$ cat src/rtl/hazard_unit_tr.sv
// Hazard controller for the 5-stage RV32 core: M/W forwarding, load-use stall,
// branch flush and time-redundant E-stage re-execution (compare or 3-way vote).

module hazard_fwd_lane #(
  parameter int REG_AW = 5
) (
  input  logic              RegWriteM,
  input  logic              RegWriteW,
  input  logic [REG_AW-1:0] RD_M,
  input  logic [REG_AW-1:0] RD_W,
  input  logic [REG_AW-1:0] rs,
  output logic [1:0]        fwd
);
  always_comb begin
    fwd = 2'b00;
    if (RegWriteM && RD_M != '0 && RD_M == rs)      fwd = 2'b10;
    else if (RegWriteW && RD_W != '0 && RD_W == rs) fwd = 2'b01;
  end
endmodule

module hazard_unit_tr #(
  parameter int XLEN      = 32,
  parameter int REG_AW    = 5,
  parameter int N_EXEC    = 2,
  parameter int MAX_RETRY = 1
) (
  input  logic              clk,
  input  logic              rst,
  input  logic              RegWriteM,
  input  logic              RegWriteW,
  input  logic [REG_AW-1:0] RD_M,
  input  logic [REG_AW-1:0] RD_W,
  input  logic [REG_AW-1:0] RD_E,
  input  logic [REG_AW-1:0] Rs1_E,
  input  logic [REG_AW-1:0] Rs2_E,
  input  logic [REG_AW-1:0] Rs1_D,
  input  logic [REG_AW-1:0] Rs2_D,
  input  logic              LoadE,
  input  logic              PCSrcE,
  input  logic              RedundE,
  input  logic [XLEN-1:0]   ALUResultE,
  output logic [1:0]        ForwardAE,
  output logic [1:0]        ForwardBE,
  output logic              StallF,
  output logic              StallD,
  output logic              StallE,
  output logic              StallM,
  output logic              StallW,
  output logic              FlushD,
  output logic              FlushE,
  output logic [XLEN-1:0]   ALUVotedE,
  output logic              RedunBusy,
  output logic              RedunCorrected,
  output logic              RedunFault
);
  localparam logic [0:0] IDLE = 1'b0;
  localparam logic [0:0] EXEC = 1'b1;
  localparam int PW = $clog2(N_EXEC);
  localparam int RW = (MAX_RETRY > 0) ? $clog2(MAX_RETRY + 1) : 1;
  localparam logic [PW-1:0] LAST = PW'(N_EXEC - 1);
  localparam logic [RW-1:0] RMAX = RW'(MAX_RETRY);

  logic [0:0]                   state;
  logic [PW-1:0]                pass_cnt;
  logic [RW-1:0]                retry_cnt;
  logic [N_EXEC-2:0][XLEN-1:0]  copy;

  logic [1:0][REG_AW-1:0] rs_e;
  logic [1:0][1:0]        fwd;
  assign rs_e = {Rs2_E, Rs1_E};

  for (genvar g = 0; g < 2; g++) begin : g_fwd
    hazard_fwd_lane #(.REG_AW(REG_AW)) u_lane (
      .RegWriteM(RegWriteM), .RegWriteW(RegWriteW),
      .RD_M(RD_M), .RD_W(RD_W), .rs(rs_e[g]), .fwd(fwd[g])
    );
  end

  logic            agree, vote_corr;
  logic [XLEN-1:0] vote_val;

  // The current ALU output is always the final copy; only earlier passes are stored.
  if (N_EXEC == 2) begin : g_cmp
    assign agree     = (copy[0] == ALUResultE);
    assign vote_val  = ALUResultE;
    assign vote_corr = 1'b0;
  end else if (N_EXEC == 3) begin : g_vote
    logic ab, ac, bc;
    assign ab        = (copy[0] == copy[1]);
    assign ac        = (copy[0] == ALUResultE);
    assign bc        = (copy[1] == ALUResultE);
    assign agree     = ab | ac | bc;
    assign vote_val  = (ab | ac) ? copy[0] : copy[1];
    assign vote_corr = agree & ~(ab & ac);
  end else begin : g_bad
    $error("hazard_unit_tr: N_EXEC must be 2 or 3");
  end

  logic deciding, can_retry, capture;
  logic redstall, fault, corrected, lw;
  logic [XLEN-1:0] voted;

  assign deciding  = (state == EXEC) && (pass_cnt == LAST);
  assign can_retry = (retry_cnt != RMAX);
  assign capture   = ((state == IDLE) && RedundE) || ((state == EXEC) && !deciding);
  assign lw        = LoadE && RD_E != '0 && (RD_E == Rs1_D || RD_E == Rs2_D);

  always_comb begin
    redstall  = 1'b0;
    fault     = 1'b0;
    corrected = 1'b0;
    voted     = ALUResultE;
    if (state == IDLE)    redstall = RedundE;
    else if (!deciding)   redstall = 1'b1;
    else if (agree) begin
      voted     = vote_val;
      corrected = vote_corr;
    end
    else if (can_retry)   redstall = 1'b1;
    else                  fault    = 1'b1;
  end

  always_ff @(posedge clk) begin
    if (rst) begin
      state     <= IDLE;
      pass_cnt  <= '0;
      retry_cnt <= '0;
    end else if (capture) begin
      state    <= EXEC;
      pass_cnt <= pass_cnt + PW'(1);
    end else if (state == EXEC) begin
      if (!agree && can_retry) begin
        retry_cnt <= retry_cnt + RW'(1);
        pass_cnt  <= '0;
      end else begin
        state     <= IDLE;
        pass_cnt  <= '0;
        retry_cnt <= '0;
      end
    end
  end

  for (genvar k = 0; k < N_EXEC - 1; k++) begin : g_copy
    always_ff @(posedge clk) begin
      if (rst)                                     copy[k] <= '0;
      else if (capture && pass_cnt == PW'(k))      copy[k] <= ALUResultE;
    end
  end

  // Everything combinational is held low while reset is asserted.
  assign ForwardAE      = rst ? 2'b00 : fwd[0];
  assign ForwardBE      = rst ? 2'b00 : fwd[1];
  assign StallF         = !rst && (lw || redstall);
  assign StallD         = StallF;
  assign StallE         = !rst && redstall;
  assign StallM         = StallE;
  assign StallW         = StallE;
  assign FlushE         = !rst && (lw || PCSrcE) && !redstall;
  assign FlushD         = !rst && PCSrcE && !redstall;
  assign ALUVotedE      = rst ? '0 : voted;
  assign RedunBusy      = !rst && (state == EXEC);
  assign RedunCorrected = !rst && corrected;
  assign RedunFault     = !rst && fault;
endmodule

$ cat config.mk
export PLATFORM = sky130hd
export DESIGN_NAME = hazard_unit_tr
export DESIGN_NICKNAME = d
export VERILOG_FILES = /design/src/rtl/hazard_unit_tr.sv
export SDC_FILE = /design/constraint.sdc
export NUM_CORES = 1
export LEC_CHECK = 0
export BUFFER_PORTS_ARGS = -buffer_cell sky130_fd_sc_hd__buf_2
export CORE_ASPECT_RATIO = 1.75
export CORE_MARGIN = 3
export CORE_UTILIZATION = 49
export DETAILED_ROUTE_END_ITERATION = 10
export PLACE_DENSITY = 0.86
export SYNTH_ARGS = -nofsm -noshare
export SYNTH_HDL_FRONTEND = slang
export SYNTH_SLANG_ARGS = --single-unit
export TNS_END_PERCENT = 5
$ cat constraint.sdc
create_clock -name clk -period 4.2 [get_ports clk]
set_input_delay 0.42 -clock clk [delete_from_list [all_inputs] [get_ports clk]]
set_output_delay 0.42 -clock clk [all_outputs]
set_load 0.005 [all_outputs]
==> results_dict.tcl, run 1 <==
set metrics [dict create \
    status "finished, final reports clean" \
    cts_hold_buf 0 \
    synthCells 304 \
    vdd_drop_max_mv 0.270 \
    syn_area_per_cell_um2 7.53 \
    start_util 0.515 \
    cap_violations 0 \
    clockBufferDepth 2 \
    hpwl_um 4680 \
    multi_input_area_mm2 0.00150 \
    grt_max_degree 41 \
    yosysUniqueCellTypes 31 \
    vias 2388 \
    syn-num-nets 378 \
    drt-initial-drc-count 72 \
    overflow 0 \
    cts_tree "built" \
    p_int_mw 0.659 \
    die_width_um 57.7 \
    crit_path_start_kind "register" \
    netlist_area_mm2 0.00229 \
    synthTopCellsByArea "dfxtp_1 31%, xor2_1 16%, nand2_1 12%" \
    crit_arrival_ns 2.07 \
    rsz0062_at_grt "false" \
    synth_top_area_share 0.306 \
    drtPass1Iterations 4 \
    hold_path.class "in2reg" \
    design.core.area_mm2 0.00444 \
    hold_viol 0 \
    relSlewSlack 0.593 \
    ys_top_cells_by_count "72 x nand2_1, 42 x xor2_1, 37 x a21oi_1" \
    regArea_um2 701 \
    via_per_inst 5.15 \
    fin_nets 486 \
    cts_setup_buffers 0 \
    cts_made_buffers 5 \
    path_clk_slew_ns 0.07 \
    fin_crit_ns 2.49 \
    power_frac_comb 0.254 \
    die_y_um 96.4 \
    htree_levels 2 \
    setup-tns-final_ns 0 \
    setup_viol 0 \
    p_switching_mw 0.263 \
    n_antenna_cell 0 \
    synth-async-reset-ratio 0 \
    fin_skew_ns 0.00668 \
    layout_setup_ws_ns 1.71 \
    p_leak_nw 1.42 \
    p_per_area_mw_per_mm2 309 \
    drv_slew 0 \
    finalCritPeriodShare 0.593 \
    route.detailed.drc 0 \
    grt_first_pass_wirelength_um 9540 \
    syn_to_final_growth_pct 30.6 \
    cts-root-buf "clkbuf_8" \
    yosysMostFrequentCell "nand2_1" \
    max_freq_mhz 402 \
    synth_edf_count 0 \
    critPathCaptureType "output port" \
    cp_max_fo 4 \
    synth_largest_area_cell "dfxtp_1" \
    p_seq_frac 0.409 \
    io_buffer_count 118 \
    drt-wirelength-per-cell_um 12.8 \
    cts_sinks 35 \
    grt_usage 0.217 \
    routed_wl_um 5960 \
    post-place-ws_ns 1.85 \
    fillers 400 \
    dieArea_mm2 0.00556 \
    setup.worst_path.class "reg2out" \
    io_pins 120 \
    ys.flop_type "dfxtp_1" \
    grt_pass1_vias 2194 \
    std_cell_rows 32 \
    clock_latency_ns 0.29 \
    cts_resized 0 \
    yosysSeqAreaShare 0.306 \
    place_congestion 0.768 \
    yosys_warnings 0 \
    drive_above_1_share 0.322 \
    antenna_found_initial 0 \
    worst_pin_slew_ns 0.610 \
    p_clk_frac 0.337 \
    totalPowerFinal_mw 0.922 \
    p_sw_frac 0.286 \
    ys_seq_elements 35 \
    crit_required_ns 3.78 \
    postRouteAntennaNets 0 \
    utilization 0.672 \
]
## worst max-delay path, cell delays in order (launching register included)
cell and delay [ns]:
dfxtp_1 0.32, xor2_1 0.16, nor4_1 0.36, nand4_1 0.31, o21ai_1 0.29, nor3b_1 0.19
buf_2 0.14
## kinds of logic after synthesis
group           count (synthesis)  share of synthesized area
other cells                     1                    0.00164
compound gates                 47                      0.112
xor+xnor                       62                      0.237
buf+inv                        20                     0.0410
simple gates                  139                      0.302
flops                          35                      0.306
## flip-flops by register name (all words and copies together) (netlist names)
name	flops
copy	32
retry_cnt	1
pass_cnt	1
state	1
## worst paths after layout
check	start	cells past startpoint	to	slack, ns
setup / recovery	copy[14]$_SDFFE_PP0P_	6	FlushD	1.71
hold / removal	ALUResultE[2]	3	copy[2]$_SDFFE_PP0P_	0.39
setup reg to reg	copy[14]$_SDFFE_PP0P_	5	state$_SDFF_PP0_	2.51
hold reg to reg	copy[21]$_SDFFE_PP0P_	2	copy[21]$_SDFFE_PP0P_	0.47
## area by class of cell
class	count	share of cell area
Multi-Input combinational cell	249	0.501
Tap cell	51	0.0214
Inverter	1	0.00126
Clock inverter	2	0.0117
Clock buffer	6	0.0276
Sequential cell	35	0.235
Timing Repair Buffer	120	0.203
## placed cells by master (no fill, tap or decap), drive strengths merged
master,synthesis,final
o211ai,1,1
o22ai,1,1
xnor2,20,20
dfxtp,35,35
nand3,4,4
conb,1,1
o21a,1,1
nor3b,1,1
or4,5,5
inv,1,1
nor2,5,5
nor4,12,12
xor2,42,42
o2111ai,1,1
or2,1,1
a211oi,1,1
buf,7,120
nor4b,1,1
clkinv,0,1
clkbuf,12,6
nor2b,33,33
o21ai,4,4
a21oi,37,37
bufinv,0,1
nor3,2,2
or3,1,1
nand4,2,2
o221ai,1,1
nand2,72,72
## power by group through the flow
stage	combinational, mW	sequential (mW)	clock (mW)
6_report	0.234	0.377	0.311
5_1_grt	0.264	0.380	0.331
2_1_floorplan	0.144	0.381	0
3_3_place_gp	0.228	0.383	0
4_1_cts	0.236	0.377	0.319
3_5_place_dp	0.235	0.385	0
## stage by stage
stage	cells	hold WS (ns)	cell area, um^2
floorplan	304	0.448	2290
global placement	456	0.453	2870
detailed placement	456	0.459	2870
CTS	464	0.382	2990
global route	464	0.388	2990
finish	464	0.389	2990
## routing by layer
metal  wire length [um]  up-vias  global-route usage
li1                   -     1215                   -
met1               2080     1064               0.233
met2               3340      100               0.417
met3                426        9              0.0306
met4                109        0              0.0832
met5                  0        -                   0
Power figures use the tool's default switching activity.
==> inputs of run 2 (changes only) <==
Settings changed: CORE_UTILIZATION 49 to 46, PLACE_DENSITY 0.86 to 0.81.
Clock period 4.2 ns to 2.4 ns, I/O delays scaled along.
==> results_dict.tcl, run 2 (synthesis gave the netlist of run 1 again) <==
set metrics [dict create \
    dieArea_mm2 0.00589 \
    min_from "ALUResultE[18]" \
    rsz0062_at_grt "false" \
    regMostFlops "copy" \
    clock_latency_ns 0.28 \
    io_buffer_count 118 \
    grt_max_degree 74 \
    cp_max_fo 4 \
    worstPathCellList "xor2_1 > nor4_1 > nand4_1 > o21ai_1 > nor3b_1 > buf_2" \
    drt-wirelength-per-cell_um 12.3 \
    largest_register_ffs 32 \
    drtPass1Iterations 4 \
    cap_violations 0 \
    relSlewSlack 0.543 \
    finalCritPeriodShare 0.922 \
    fin_skew_ns 0.0115 \
    postRouteAntennaNets 0 \
    reg2reg_from "copy[18]$_SDFFE_PP0P_" \
    routed_wl_um 5750 \
    grt_usage 0.199 \
    drive_above_1_share 0.319 \
    layout_common_cells "118 x buf_2, 72 x nand2_1, 42 x xor2_1, 37 x a21oi_1, 35 x dfxtp_1" \
    n_antenna_cell 0 \
    worst_pin_slew_ns 0.686 \
    setup_viol 0 \
    setup-tns-final_ns 0 \
    htree_levels 2 \
    grt_first_pass_wirelength_um 9150 \
    antenna_found_initial 0 \
    overflow 0 \
    fin_nets 487 \
    hold_end "copy[18]$_SDFFE_PP0P_" \
    p_per_area_mw_per_mm2 494 \
    p_leak_nw 1.41 \
    route.detailed.drc 0 \
    crit_path_start_kind "register" \
    die_width_um 59.3 \
    max_freq_mhz 452 \
    die_y_um 99.3 \
    crit_required_ns 2.16 \
    fin_crit_ns 2.21 \
    crit_family "simple AND/OR/NAND/NOR gates" \
    std_cell_rows 33 \
    cp_num_buf_inv 1 \
    hold_path.class "in2reg" \
    grt_pass1_vias 2158 \
    via_per_inst 5.06 \
    critPathCaptureType "output port" \
    rr_worst_depth 5 \
    path_clk_slew_ns 0.07 \
    clockBufferDepth 2 \
    layout_commonest_cell "buf_2" \
    ff2ff_setup_slack_ns 0.78 \
    drv_slew 0 \
    cpMaxStageDelayCell "nor4_1" \
    place_congestion 0.767 \
    vias 2356 \
    regToRegEndpoint "state$_SDFF_PP0_" \
    status "finished, final reports clean" \
    cts_made_buffers 5 \
    hpwl_um 4630 \
    start_util 0.482 \
    syn_to_final_growth_pct 29.4 \
    hold_viol 0 \
    cts_resized 0 \
    setup.worst_path.class "reg2out" \
    cts_tree "built" \
    crit_arrival_ns 1.97 \
    holdPathStages 3 \
    cp_slowest_stage_delay_ns 0.34 \
    vdd_drop_max_mv 0.461 \
    cts_sinks 35 \
    totalPowerFinal_mw 1.46 \
    drt-initial-drc-count 100 \
    cts-root-buf "clkbuf_8" \
    io_pins 120 \
    design.core.area_mm2 0.00475 \
]
## run 2: changes by cell type in the layout (fill, tap and decap cells not counted)
cell	before	now
clkbuf_1	0	2
buf_4	2	3
bufinv_16	1	0
clkbuf_8	6	5
## run 2: how the worst max path moves through the flow
stage,cells after the start,from,slack (ns),to
after floorplan,6,copy[6]$_SDFFE_PP0P_,0.80,StallM
final,6,copy[18]$_SDFFE_PP0P_,0.19,FlushD
after detailed placement,7,ALUResultE[2],0.40,FlushD
after global placement,7,ALUResultE[2],0.41,FlushD
after global routing,6,copy[18]$_SDFFE_PP0P_,0.006,FlushD
after CTS,6,copy[17]$_SDFFE_PP0P_,0.12,FlushD
## run 2: cell type report
class | count | area (um^2)
Inverter | 1 | 3.75
Fill cell | 419 | 1790
Tap cell | 52 | 65.1
Timing Repair Buffer | 121 | 613
Sequential cell | 35 | 701
Multi-Input combinational cell | 249 | 1500
Clock inverter | 1 | 5.00
Clock buffer | 7 | 76.3
## run 2: worst min-delay path: stages
cell and delay (ns):
buf_2 0.11, nand2_1 0.05, a21oi_1 0.05
## run 2: report_power, final
group | switching (mW) | internal, mW
Combinational | 0.219 | 0.189
Clock | 0.191 | 0.203
Sequential | 0.0314 | 0.629
## run 2: per-layer routing
layer  vias up  track usage  wire (um)  share of wire
met3        12       0.0273        401          0.070
met2        97        0.375       3190           0.55
met5         -            0          0              0
met4         0       0.0960        182          0.032
met1      1030        0.202       1980           0.34
li1       1217            -          -              -
## run 2: repair_timing
item                                    in CTS  in global routing
endpoints found under the setup margin       0                  1
hold endpoints to repair                     0                  0
hold buffers                                 0                  0
setup buffers                                0                  1
## run 2: stage by stage
stage | instance area, um^2 | hold slack (ns) | cells | setup WS [ns] | util
final | 2960 | 0.214 | 466 | 0.187 | 0.623
after global routing | 2960 | 0.215 | 466 | 0.00633 | 0.623
after CTS | 2950 | 0.207 | 465 | 0.115 | 0.622
after detailed placement | 2870 | 0.458 | 457 | 0.399 | 0.605
after global placement | 2870 | 0.453 | 457 | 0.412 | 0.605
after floorplan | 2290 | 0.376 | 304 | 0.799 | -
==> inputs of run 3 (changes only) <==
Settings changed: ABC_AREA set to 1, PLACE_DENSITY 0.81 to 0.8.
==> results_dict.tcl, run 3 <==
set metrics [dict create \
    status "finished, final reports clean" \
    finalHoldWorstSlack_ns 0.223 \
    synthCells 384 \
    yosysUniqueCellTypes 28 \
    setup.worst_path.class "reg2out" \
    ys_seq_elements 35 \
    hpwl_um 5190 \
    finalCritPeriodShare 0.788 \
    start_util 0.481 \
    rsz0062_at_grt "false" \
    cts_made_buffers 5 \
    drt-wirelength-per-cell_um 11.5 \
    fillers 507 \
    routed_wl_um 6320 \
    io_buffer_count 118 \
    synth_largest_area_cell "dfxtp_1" \
    postRouteAntennaNets 0 \
    synthMuxAreaShare 0 \
    synthSimpleGateAreaFrac 0.263 \
    synth_top_family_by_area "simple AND/OR/NAND/NOR gates" \
    crit_path_start_kind "register" \
    p_clk_frac 0.265 \
    synth-async-reset-ratio 0 \
    p_int_mw 1.05 \
    grt_first_pass_wirelength_um 9960 \
    totalPowerFinal_mw 1.55 \
    netlist_area_mm2 0.00243 \
    route.detailed.drc 0 \
    worstPathCellList "xnor2_1 > nand2_1 > nor2_1 > nand2_1 > nor2_2 > nand3_1 > nand4_1 > nand2_1 > buf_2" \
    fin_nets 569 \
    vdd_drop_max_mv 0.272 \
    cp_max_fo 3 \
    crit_top_cell "nand2_1" \
    cp_slowest_stage_delay_ns 0.33 \
    cap_violations 0 \
    synthXorXnorAreaFrac 0.169 \
    clock_latency_ns 0.28 \
    cts_setup_buffers 0 \
    ys_top_cells_by_count "72 x nand2_1, 59 x nor2_1, 52 x inv_1" \
    yosys_warnings 0 \
    dieArea_mm2 0.00624 \
    p_sw_frac 0.323 \
    via_per_inst 4.77 \
    grt_max_degree 31 \
    p_leak_nw 1.68 \
    design.core.area_mm2 0.00506 \
    overflow 0 \
    synth_edf_count 0 \
    setup-tns-final_ns 0 \
    relSlewSlack 0.631 \
    io_pins 120 \
    fin_skew_ns 0.00416 \
    die_y_um 102 \
    path_clk_slew_ns 0.07 \
    cts_resized 0 \
    post-place-ws_ns 0.743 \
    layout_common_cells "118 x buf_2, 72 x nand2_1, 58 x nor2_1, 52 x inv_1, 35 x dfxtp_1" \
    fin_crit_ns 1.89 \
    synth_top_area_share 0.288 \
    syn-num-nets 458 \
    yosysSeqAreaShare 0.288 \
    cpMaxStageDelayCell "dfxtp_1" \
    cts_tree "built" \
    std_cell_rows 34 \
    crit_arrival_ns 1.65 \
    max_freq_mhz 529 \
    drv_slew 0 \
    htree_levels 2 \
    largest_register_ffs 32 \
    p_switching_mw 0.499 \
    drive_above_1_share 0.290 \
    setup_viol 0 \
    clockBufferDepth 2 \
    hold_path.class "in2reg" \
    ys.flop_type "dfxtp_1" \
    antenna_found_initial 0 \
    drt-initial-drc-count 76 \
    place_congestion 0.823 \
    cts_hold_buf 0 \
    n_antenna_cell 0 \
    regArea_um2 701 \
    p_per_area_mw_per_mm2 497 \
    syn_area_per_cell_um2 6.34 \
    cts-root-buf "clkbuf_8" \
    utilization 0.615 \
    drtPass1Iterations 5 \
    layout_setup_ws_ns 0.509 \
    grt_pass1_vias 2442 \
    yosysMostFrequentCell "nand2_1" \
    layout_commonest_cell "buf_2" \
    critPathCaptureType "output port" \
    grt_usage 0.206 \
    hold_viol 0 \
    vias 2626 \
    regMostFlops "copy" \
    syn_to_final_growth_pct 28.0 \
    p_seq_frac 0.440 \
    power_frac_comb 0.295 \
    die_width_um 61.0 \
    crit_required_ns 2.16 \
    synthAdderAreaFrac 0 \
    worst_pin_slew_ns 0.552 \
    synth_compound_area_frac 0.143 \
    multi_input_area_mm2 0.00141 \
    cts_sinks 35 \
    synthTopCellsByArea "dfxtp_1 29%, xnor2_1 11%, nand2_1 11%" \
]
[run 3: changes by cell type after synthesis, sizes merged, moves of 5 or more]
cell,change
inv,+57
nor2,+57
nor2b,-33
o21ai,+30
xor2,-26
xnor2,+11
nor4,-9
clkbuf,-8
buf,+7
nand3,+6
or4,-5
[run 3: layer usage]
| metal | global-route usage | wire (um) | vias up |
|---|---|---|---|
| met3 | 0.0329 | 414 | 10 |
| met4 | 0.0835 | 146 | 0 |
| met2 | 0.392 | 3350 | 98 |
| li1 | - | - | 1401 |
| met5 | 0 | 0 | - |
| met1 | 0.212 | 2410 | 1117 |
[run 3: final cells by class]
| cell class | count | area share |
|---|---|---|
| Multi-Input combinational cell | 273 | 0.453 |
| Clock inverter | 3 | 0.00482 |
| Sequential cell | 35 | 0.225 |
| Tap cell | 54 | 0.0217 |
| Clock buffer | 5 | 0.0221 |
| Timing Repair Buffer | 122 | 0.203 |
| Inverter | 58 | 0.0699 |
[run 3: kinds of logic (layout without fill, tap and decap cells)]
group / count (synthesis) / after routing
simple gates: 156 / 156
buf+inv: 76 / 188
compound gates: 69 / 69
xor+xnor: 47 / 47
flops: 35 / 35
other cells: 1 / 1
[run 3: final timing paths]
kind | startpoint | endpoint | slack, ns | cells after the start
setup / recovery | copy[14]$_SDFFE_PP0P_ | StallF | 0.51 | 9
hold / removal | ALUResultE[18] | copy[18]$_SDFFE_PP0P_ | 0.22 | 3
hold reg to reg | retry_cnt$_SDFFE_PP0P_ | retry_cnt$_SDFFE_PP0P_ | 0.51 | 2
setup reg to reg | state$_SDFF_PP0_ | copy[19]$_SDFFE_PP0P_ | 0.89 | 5
[run 3: power by group through the flow]
stage	clock (mW)	sequential [mW]	combinational [mW]
finish	0.410	0.681	0.456
global route	0.439	0.687	0.521
CTS	0.418	0.681	0.462
detailed placement	0	0.693	0.460
global placement	0	0.690	0.450
floorplan	0	0.685	0.295
[run 3: per-stage QoR]
step           area [um^2]  cells
3_5_place_dp          3030    542
4_1_cts               3120    550
5_1_grt               3120    550
2_1_floorplan         2430    384
3_3_place_gp          3030    542
6_report              3120    550
[run 3: worst max-delay path: cells and delay by family, from the launching register on]
family,cells,cell delay (ns)
xor gates and xnor gates,1,0.20
and+or+nand+nor,7,0.72
DFF,1,0.33
buffers and inverters,1,0.13
